**src/rtl/dec_pkg.sv**
```systemverilog
// Shared types and helpers for the sequential 3-to-8 decoder.
// Also used by encoder-side checkers that need the code-to-line mapping.
package dec_pkg;

  localparam int DEC_SEL_W = 3;
  localparam int DEC_N_OUT = 1 << DEC_SEL_W;

  typedef enum logic [1:0] {
    IDLE  = 2'd0,
    DRIVE = 2'd1,
    GAP   = 2'd2
  } dec_state_t;

  function automatic logic [DEC_N_OUT-1:0] onehot(
    input logic [DEC_SEL_W-1:0] code
  );
    onehot = DEC_N_OUT'(1) << code;
  endfunction

  // Timer width must hold the longer of the two phase lengths.
  function automatic int cnt_w(input int a, input int b);
    return $clog2(((a > b) ? a : b) + 1);
  endfunction

endpackage

```
**src/rtl/dec_pulse_timer.sv**
```systemverilog
// Down-counter for the DRIVE/GAP phase lengths.
// Load has priority; counting stops at zero.
module dec_pulse_timer #(
  parameter int CNT_W = 3
) (
  input  logic             clk,
  input  logic             rst_n,
  input  logic             i_load,
  input  logic [CNT_W-1:0] i_load_val,
  input  logic             i_dec,
  output logic             o_zero
);

  logic [CNT_W-1:0] r_cnt;

  always_ff @(posedge clk or negedge rst_n) begin
    if (!rst_n) begin
      r_cnt <= '0;
    end else if (i_load) begin
      r_cnt <= i_load_val;
    end else if (i_dec && (r_cnt != '0)) begin
      r_cnt <= r_cnt - CNT_W'(1);
    end
  end

  assign o_zero = (r_cnt == '0);

endmodule

```
**src/rtl/dec3to8_seq.sv**
```systemverilog
// Registered 3-to-8 decoder with valid/ready intake and timed pulses.
// Optional per-line event counters: define DEC3TO8_EVT_CNT_EN.
module dec3to8_seq
  import dec_pkg::*;
#(
  parameter int SEL_W   = DEC_SEL_W,
  parameter int PULSE_W = 4,
  parameter int GAP_W   = 1
) (
  input  logic                  clk,
  input  logic                  rst_n,
  input  logic                  in_valid,
  output logic                  in_ready,
  input  logic [SEL_W-1:0]      in_code,
  input  logic                  in_none,
  output logic [(1<<SEL_W)-1:0] out_onehot,
  output logic                  out_active,
  output logic                  busy
`ifdef DEC3TO8_EVT_CNT_EN
  ,
  output logic [(1<<SEL_W)-1:0][7:0] evt_cnt
`endif
);

  localparam int N_OUT = 1 << SEL_W;
  localparam int CNT_W = cnt_w(PULSE_W, GAP_W);
  localparam bit HAS_GAP = (GAP_W > 0);
  localparam logic [CNT_W-1:0] PULSE_LD =
    CNT_W'(PULSE_W - 1);
  localparam logic [CNT_W-1:0] GAP_LD =
    CNT_W'((GAP_W > 0) ? GAP_W - 1 : 0);

  dec_state_t       r_state;
  logic [N_OUT-1:0] r_onehot;
  logic             r_active;

  logic             w_idle;
  logic             w_drive;
  logic             w_hs;
  logic             w_zero;
  logic             w_load;
  logic             w_dec;
  logic [CNT_W-1:0] w_load_val;
  logic [N_OUT-1:0] w_line;

  assign w_idle  = (r_state == IDLE);
  assign w_drive = (r_state == DRIVE);
  assign w_hs    = w_idle & in_valid;
  assign w_line  = in_none ? '0 : (N_OUT'(1) << in_code);

  // Reload once at intake and once more on entering GAP.
  assign w_load     = w_hs | (w_drive & w_zero & HAS_GAP);
  assign w_load_val = w_idle ? PULSE_LD : GAP_LD;
  assign w_dec      = ~w_idle;

  dec_pulse_timer #(
    .CNT_W (CNT_W)
  ) u_timer (
    .clk        (clk),
    .rst_n      (rst_n),
    .i_load     (w_load),
    .i_load_val (w_load_val),
    .i_dec      (w_dec),
    .o_zero     (w_zero)
  );

  always_ff @(posedge clk or negedge rst_n) begin
    if (!rst_n) begin
      r_state  <= IDLE;
      r_onehot <= '0;
      r_active <= 1'b0;
    end else begin
      unique case (r_state)
        IDLE: begin
          if (in_valid) begin
            r_state  <= DRIVE;
            r_onehot <= w_line;
            r_active <= 1'b1;
          end
        end
        DRIVE: begin
          if (w_zero) begin
            r_state  <= HAS_GAP ? GAP : IDLE;
            r_onehot <= '0;
            r_active <= 1'b0;
          end
        end
        GAP: begin
          if (w_zero) begin
            r_state <= IDLE;
          end
        end
        default: begin
          r_state  <= IDLE;
          r_onehot <= '0;
          r_active <= 1'b0;
        end
      endcase
    end
  end

  assign in_ready   = w_idle;
  assign busy       = ~w_idle;
  assign out_onehot = r_onehot;
  assign out_active = r_active;

`ifdef DEC3TO8_EVT_CNT_EN
  logic [N_OUT-1:0][7:0] r_evt;

  // Saturating per-line counts; in_none intakes are not counted.
  always_ff @(posedge clk or negedge rst_n) begin
    if (!rst_n) begin
      r_evt <= '0;
    end else if (w_hs && !in_none &&
                 (r_evt[in_code] != 8'hFF)) begin
      r_evt[in_code] <= r_evt[in_code] + 8'd1;
    end
  end

  assign evt_cnt = r_evt;
`endif

endmodule

```
**config.mk**
```make
export PLATFORM = sky130hd
export DESIGN_NAME = dec3to8_seq
export DESIGN_NICKNAME = d
export VERILOG_FILES = /design/src/rtl/dec_pkg.sv /design/src/rtl/dec_pulse_timer.sv /design/src/rtl/dec3to8_seq.sv
export SDC_FILE = /design/constraint.sdc
export NUM_CORES = 1
export LEC_CHECK = 0
export CORE_ASPECT_RATIO = 0.7
export CORE_MARGIN = 1.5
export CORE_UTILIZATION = 30
export CTS_CLUSTER_DIAMETER = 50
export DETAILED_ROUTE_END_ITERATION = 12
export PLACE_DENSITY_LB_ADDON = 0.08
export SYNTH_ARGS = -nofsm -noshare
export SYNTH_HDL_FRONTEND = slang
export SYNTH_SLANG_ARGS = --single-unit
```
**constraint.sdc**
```tcl
create_clock -name clk -period 4.3 [get_ports clk]
set_clock_uncertainty 0.05 [all_clocks]
set_input_delay 1.29 -clock clk [delete_from_list [all_inputs] [get_ports clk]]
set_output_delay 1.29 -clock clk [all_outputs]
set_load 0.01 [all_outputs]
```
* Yosys cells after proc, flatten, opt, wreduce, memory -nomap -nowiden *
Cells that the tools add are included.

word-level totals
  input bits = 7
  bits in registers = 14
  word-level logic and storage cells = 37

cells by class
  add/sub/neg operators = 1
  equality and inequality tests = 5
  shift-type cells = 1
  muxes and demuxes = 14
  bitwise operators = 5
  reductions and logical operators = 7

operators by type and width
  cell                                                                number
  8-bit two-way mux                                                   3
  8-bit case mux with 3 select lines                                  1
  2-bit two-way mux                                                   4
  1-bit by 3-bit left shift with 8-bit output, first input constant   1
  3-bit two-way mux                                                   2
  2-bit case mux with 3 select lines                                  1
  3-bit AND reduction                                                 2
  2-bit != test, second input constant                                2
  3-bit zero test                                                     1
  1-bit case mux with 3 select lines                                  1
  3-bit nonzero test                                                  1
  3-bit by 1-bit subtractor with 3-bit output, second input constant  1
  1-bit AND                                                           2
  2-bit by 1-bit == test with 1-bit output, second input constant     1
  2-bit == test, second input constant                                1
  2-bit zero test                                                     1
  1-bit two-way mux                                                   2
  2-bit by 1-bit != test with 1-bit output, second input constant     1
  1-bit NOT                                                           2
  2-bit nonzero test                                                  1
  1-bit logical AND                                                   1
  1-bit OR                                                            1

* Longest topological paths before layout *
Gate-level depths: netlist (run 1).

  depth after elaboration = 5
  mapped depth = 5
  mapped depth without buffers = 5

* Modules after synthesis *
From an unflattened synthesis (run 1), not the netlist that was laid out.

unflattened totals
  cells, all modules = 72
  area total of the unflattened synthesis = 754.5 µm²

modules (own cells, without submodules)
  module           area an instance (µm²)  cells an instance  instances
  dec3to8_seq      564.3                   53                 1
  dec_pulse_timer  190.2                   19                 1

* Least setup slack after synthesis (run 1) *
No wires, ideal clock.

  path type = register to output
  start = register r_state[0]
  end = output busy
  data arrival time = 909 ps
  data required time = 2960 ps
  cell stages (with the launch flop) = 4
  setup slack = 2051 ps
  path through = dfrtp_1 buf_6 nor2_2 inv_1

between the ends
  longest elaborated chain between the ends = 2

ends and longest elaborated chain
  element                   RTL line            RTL
  start: declaration        dec3to8_seq.sv:33   dec_state_t r_state;
  start signal: assignment  dec3to8_seq.sv:83   r_state <= HAS_GAP ? GAP : IDLE;
  2-bit zero test           dec3to8_seq.sv:46   assign w_idle = (r_state == IDLE);
  net in_ready              dec3to8_seq.sv:13   output logic in_ready,
  1-bit NOT                 dec3to8_seq.sv:103  assign busy = ~w_idle;
  end: declaration          dec3to8_seq.sv:18   output logic busy

The timed path passes the listed nets, and every way through them passes these cells.

* Final worst setup path (run 1) *
  start = register r_state[1]
  end = output in_ready

between the ends
  longest elaborated chain between the ends = 1

ends and longest elaborated chain
  element           RTL line
  2-bit zero test   dec3to8_seq.sv:46
  end: declaration  dec3to8_seq.sv:13

No other way between the ends.

==> out/summary.txt, run 1 <==
Outcome: finished, final reports clean
CTS tree: done
Die ar.: 2927 um^2
Filler cell count: 248
Sink Count: 14
Hold Crit Class: reg -> reg
Setup TNS: 0 ns
Proportion of layout cells with a drive suffix above 1: 23.08%
Int Pwr: 387.4 uW
Syn. warnings: 0
Total power draw: 604.3 uW
Total global routing overflow: 0
Largest net degree at the start of global routing: 15
Sequential share of the synthesized area: 44.80%
Die Y: 45.72 um
Final HPWL DP: 1109 um
Clock root buffer: clkbuf_8
# Max-Cap Violations: 0
Syn_nets: 69
CTS H-tree lvls: 1
Total CTS buffers: 3
Vias in the first global route: 503
Final setup vio count: 0
Kind of critical path: reg -> out
Clock power share: 17.4%
Final min period: 3.072 ns
Cell variety after synth: 24
Global-route wire length before repair: 2587 um
Final Hold Vio Count: 0
Multi-input logic area: 394.1 um^2
DRT Wirelength: 1540 um
Slew Viols, Final: 0
Worst-skew pair later-pin latency: 0.24 ns
PostCTS Resize Cnt: 0
Syn Std Cell Area: 782.0 um^2
Via count: 502
Post-route ant nets: 0
Worst slew margin: 55.14%
# DRC: 0
Crit-path max FO: 9
Switching share of power: 35.89%
Drt pass-1 iters: 4
Mean routed wirelength per cell: 13.75 um
Fmax: 0.3255 GHz
Max Root-Sink Buffers: 2
Worst EP arrival: 1.73 ns
1st-iter DRT viols: 19
Syn Area/Cell: 13.03 um^2
IO Count: 18
Die Wd: 64.03 um
Number of nets in the final layout: 89
Post-CTS Setup Bufs: 0
Diode count: 0
CP Launch Type: flop
Vias/cell: 4.482
Tcrit/Tclk final: 71.45%
Seq pwr share: 34.4%
Area grow syn2layout: 29.60%
Routability Congestion: 0.6787
Worst VDD drop: 194.1 uV
RSZ-0062 raised after global routing: no
Critical path capture point type: output port
Worst EP required: 2.96 ns
Leakage power: 0.4705 nW
Power Dens Cells: 596.3 nW/um^2
Gr usage total: 12.78%
Core area: 2459 um^2
Clock slew at reported path FFs: 0.05 ns
Slew @ Worst Pin: 0.6709 ns
Cells after Synth: 60
Seq cells post-synth: 14
Initial antenna violation count: 0
# rows: 15
Net switching power: 216.9 uW
Min Hold Slack: 0.4599 ns
Logic pwr share: 48.2%
Hold_buf cts: 0
Sequential cell area: 350.3 um^2
Initial Util: 31.81%
Number of I/O port buffers: 17
flip-flops by register name (all words and copies together), names as in the netlist:
name / flops
out_active: 1
out_onehot: 8
r_state: 2
u_timer.r_cnt: 3
cell families (layout without fill, tap and decap cells):
group / after synthesis / after routing / share of synthesized area (%)
and+or+nand+nor: 21 / 21 / 20.00
buffers and inverters: 6 / 24 / 4.799
muxes: 8 / 8 / 15.36
DFF: 14 / 14 / 44.80
adders and majority gates: 2 / 2 / 3.199
AOI/OAI and AO/OA: 9 / 9 / 11.84
area by class of cell:
cell class              count  area share [%]
clock buffers               3           4.074
flip-flops and latches     14           34.57
well taps                  34           4.198
repair buffers             17           16.79
inverters                   4           1.481
multi-input cells          40           38.89
synthesized netlist by cell type:
| cell type | instances | area share, % |
|---|---|---|
| nor4_1 | 1 | 0.80 |
| dfrtp_1 | 14 | 45 |
| nor3b_1 | 2 | 1.9 |
| mux2_4 | 8 | 15 |
| o2bb2ai_1 | 1 | 1.1 |
| nor4b_2 | 1 | 1.9 |
| nor3_1 | 3 | 1.9 |
| nor2b_4 | 2 | 3.5 |
| nor2b_1 | 1 | 0.80 |
| nand2_1 | 2 | 0.96 |
| a21o_1 | 1 | 0.96 |
| nor2_1 | 1 | 0.48 |
| a2bb2oi_4 | 1 | 3.4 |
| a32o_1 | 1 | 1.3 |
| o21ai_0 | 2 | 1.3 |
| a211oi_1 | 1 | 0.96 |
| and3_1 | 2 | 1.6 |
| inv_1 | 4 | 1.9 |
| and3b_1 | 4 | 4.5 |
| ha_1 | 2 | 3.2 |
| a221o_2 | 2 | 2.9 |
| nand2b_1 | 1 | 0.80 |
| buf_6 | 2 | 2.9 |
| nor2_2 | 1 | 0.80 |
metrics by stage:
stage	std cells	utilization, %	area (um^2)	setup slack, ns
detailed placement	109	39.54	972.2	1.361
global route	112	41.22	1013	1.145
floorplan	60	-	782.0	2.051
global placement	109	39.54	972.2	1.403
finish	112	41.22	1013	1.228
CTS	112	41.22	1013	1.228
final timing paths:
kind	start	endpoint	slack [ns]	cells past startpoint
hold reg to reg	out_onehot[4]$_DFFE_PN0P_	out_onehot[4]$_DFFE_PN0P_	0.46	1
hold / removal	out_onehot[4]$_DFFE_PN0P_	out_onehot[4]$_DFFE_PN0P_	0.46	1
setup reg to reg	u_timer.r_cnt[0]$_DFFE_PN0P_	out_onehot[3]$_DFFE_PN0P_	2.60	5
max in group asynchronous	rst_n	u_timer.r_cnt[2]$_DFFE_PN0P_	2.37	1
setup / recovery	r_state[1]$_DFFE_PN0P_	in_ready	1.23	2
min in group asynchronous	rst_n	out_onehot[4]$_DFFE_PN0P_	1.41	1
cells in the final DEF, fill, tap and decap left out, types with 2 or more instances in the layout:
cell type,netlist,layout
a221o_2,2,2
ha_1,2,2
mux2_4,8,8
nor2b_4,2,2
dfrtp_1,14,14
nor3_1,3,3
inv_1,4,4
and3b_1,4,4
and3_1,2,2
clkdlybuf4s50_1,0,17
clkbuf_8,0,3
nand2_1,2,2
nor3b_1,2,2
o21ai_0,2,2
metal layers:
| metal | up-vias | routed length (um) | global-route usage, % |
|---|---|---|---|
| met3 | 4 | 84 | 6.188 |
| li1 | 255 | - | - |
| met4 | 0 | 34 | 5.217 |
| met1 | 231 | 861 | 19.14 |
| met2 | 12 | 560 | 14.79 |
| met5 | - | 0 | 0 |
power by group through the flow:
stage	Combinational [mW]	Sequential, mW	Clock (mW)
after floorplan	0.231	0.192	0
final	0.291	0.208	0.105
after CTS	0.294	0.208	0.110
after detailed placement	0.290	0.210	0
after global placement	0.290	0.210	0
after global routing	0.320	0.214	0.117
worst max-delay path, cell delays in order (launching register included):
cell and delay (ns):
dfrtp_1 0.52, nor2_2 0.36, clkdlybuf4s50_1 0.61
(Power assumes the default switching activity.)
==> run 2, diff against run 1 <==
clock period = 2.6 ns   (was 4.3 ns; I/O delays follow)
==> run 2 against run 1 <==
Compared with the run above: largest power group unchanged; critical endpoint unchanged; core utilization grew 0.61 points; hold slack worse by 0.0020 ns; critical path type unchanged; die area stayed put; highest routed layer unchanged.
==> out/summary.txt, run 2 (synthesis results as in run 1) <==
Mean routed wirelength per cell: 12.79 um
Worst slew margin: 58.60%
Power Dens Cells: 980.1 nW/um^2
Drt pass-1 iters: 4
Final min period: 2.317 ns
Worst VDD drop: 294.8 uV
Post-route ant nets: 0
CTS H-tree lvls: 1
Most frequent cells in the layout: clkdlybuf4s50_1, dfrtp_1, mux2_4, inv_1, and3b_1
Slew @ Worst Pin: 0.6191 ns
Initial Util: 31.81%
Hold_buf cts: 0
Critical path capture point type: output port
DP Area: 987.2 um^2
Termination of the worst setup path: in_ready
Vias/cell: 4.316
# Max-Cap Violations: 0
Die Wd: 64.03 um
Hold Crit Class: reg -> reg
Most common library cell in the layout ignoring fill and taps: clkdlybuf4s50_1
Initial antenna violation count: 0
Core area: 2459 um^2
Logic pwr share: 50.4%
Vias in the first global route: 543
Crit path from: r_state[0]$_DFFE_PN0P_
Final Hold Vio Count: 0
Diode count: 0
Die ar.: 2927 um^2
Number of nets in the final layout: 91
Placed Cells: 111
Total global routing overflow: 0
Gr usage total: 12.80%
Number of I/O port buffers: 17
Slack of the worst reg-to-reg path: 0.94 ns
Sink Count: 14
Global-route wire length before repair: 2635 um
Worst-skew pair later-pin latency: 0.24 ns
Seq pwr share: 32.8%
CTS tree: done
Slew Viols, Final: 0
Final HPWL DP: 1088 um
1st-iter DRT viols: 28
Max Root-Sink Buffers: 2
Fmax: 0.4316 GHz
R2R depth: 5
PostCTS Resize Cnt: 0
Net switching power: 351.6 uW
DRT Wirelength: 1458 um
CP Launch Type: flop
Proportion of layout cells with a drive suffix above 1: 25.00%
Leakage power: 0.4809 nW
Int Pwr: 656.5 uW
# DRC: 0
RSZ-0062 raised after global routing: no
Crit-path max FO: 9
Switching share of power: 34.88%
Clock slew at reported path FFs: 0.05 ns
Clock power share: 16.8%
# rows: 15
Non-Filler Instances: 114
Outcome: finished, final reports clean
R2R Path End: out_onehot[5]$_DFFE_PN0P_
Worst EP arrival: 1.49 ns
IO Count: 18
Die Y: 45.72 um
Area grow syn2layout: 31.52%
Worst EP required: 1.77 ns
Total power draw: 1.008 mW
Worst r2r src: u_timer.r_cnt[0]$_DFFE_PN0P_
Setup TNS: 0 ns
Largest net degree at the start of global routing: 15
Largest register FFs: 8
Via count: 492
Total CTS buffers: 3
Routability Congestion: 0.6908
Post-CTS Setup Bufs: 0
Clock root buffer: clkbuf_8
Tcrit/Tclk final: 89.12%
Final setup vio count: 0
Final instance area: 1028 um^2
Kind of critical path: reg -> out
[run 2: cell types whose count changed in the layout (fill, tap and decap cells not counted)]
cell and change:
buf_4 +2
[run 2: worst min path at each step]
stage                         startpoint                        end  slack, ns  cells past startpoint
3_5_place_dp   out_onehot[4]$_DFFE_PN0P_  out_onehot[4]$_DFFE_PN0P_       0.45                      1
4_1_cts        out_onehot[4]$_DFFE_PN0P_  out_onehot[4]$_DFFE_PN0P_       0.47                      1
6_report       out_onehot[7]$_DFFE_PN0P_  out_onehot[7]$_DFFE_PN0P_       0.46                      1
3_3_place_gp   out_onehot[7]$_DFFE_PN0P_  out_onehot[7]$_DFFE_PN0P_       0.45                      1
5_1_grt        out_onehot[7]$_DFFE_PN0P_  out_onehot[7]$_DFFE_PN0P_       0.49                      1
2_1_floorplan                      rst_n     out_active$_DFFE_PN0P_       0.43                      0
[run 2: power groups by stage]
| stage | Combinational (mW) | Sequential, mW | Clock, mW |
|---|---|---|---|
| floorplan | 0.382 | 0.317 | 0 |
| finish | 0.508 | 0.331 | 0.169 |
| global route | 0.559 | 0.347 | 0.188 |
| detailed placement | 0.504 | 0.336 | 0 |
| CTS | 0.511 | 0.333 | 0.178 |
| global placement | 0.510 | 0.336 | 0 |
[run 2: stage by stage]
| step | utilization (%) | hold WS (ns) | setup WS [ns] |
|---|---|---|---|
| global placement | 40.15 | 0.4546 | 0.2121 |
| detailed placement | 40.15 | 0.4490 | 0.1939 |
| global route | 41.83 | 0.4851 | 0.1917 |
| CTS | 41.83 | 0.4655 | 0.2637 |
| finish | 41.83 | 0.4579 | 0.2829 |
| floorplan | - | 0.4315 | 0.8608 |
[run 2: area by class of cell]
type                    count  area [um^2]
clock buffers               3        41.29
fillers                   222         1430
inverters                   4        15.01
multi-input cells          40        394.1
flip-flops and latches     14        350.3
well taps                  34        42.54
repair buffers             19        185.2
[run 2: routing by layer]
layer	part of all wire, %	vias to the layer above	track usage [%]
met4	1.4	0	6.522
met1	57	218	18.74
met5	0	-	0
met2	37	11	15.83
li1	-	261	-
met3	4.5	2	4.950
[run 2: critical path: stages, from the launching register on]
cell and delay, ns:
dfrtp_1 0.50, nor2_2 0.20, clkdlybuf4s50_1 0.55
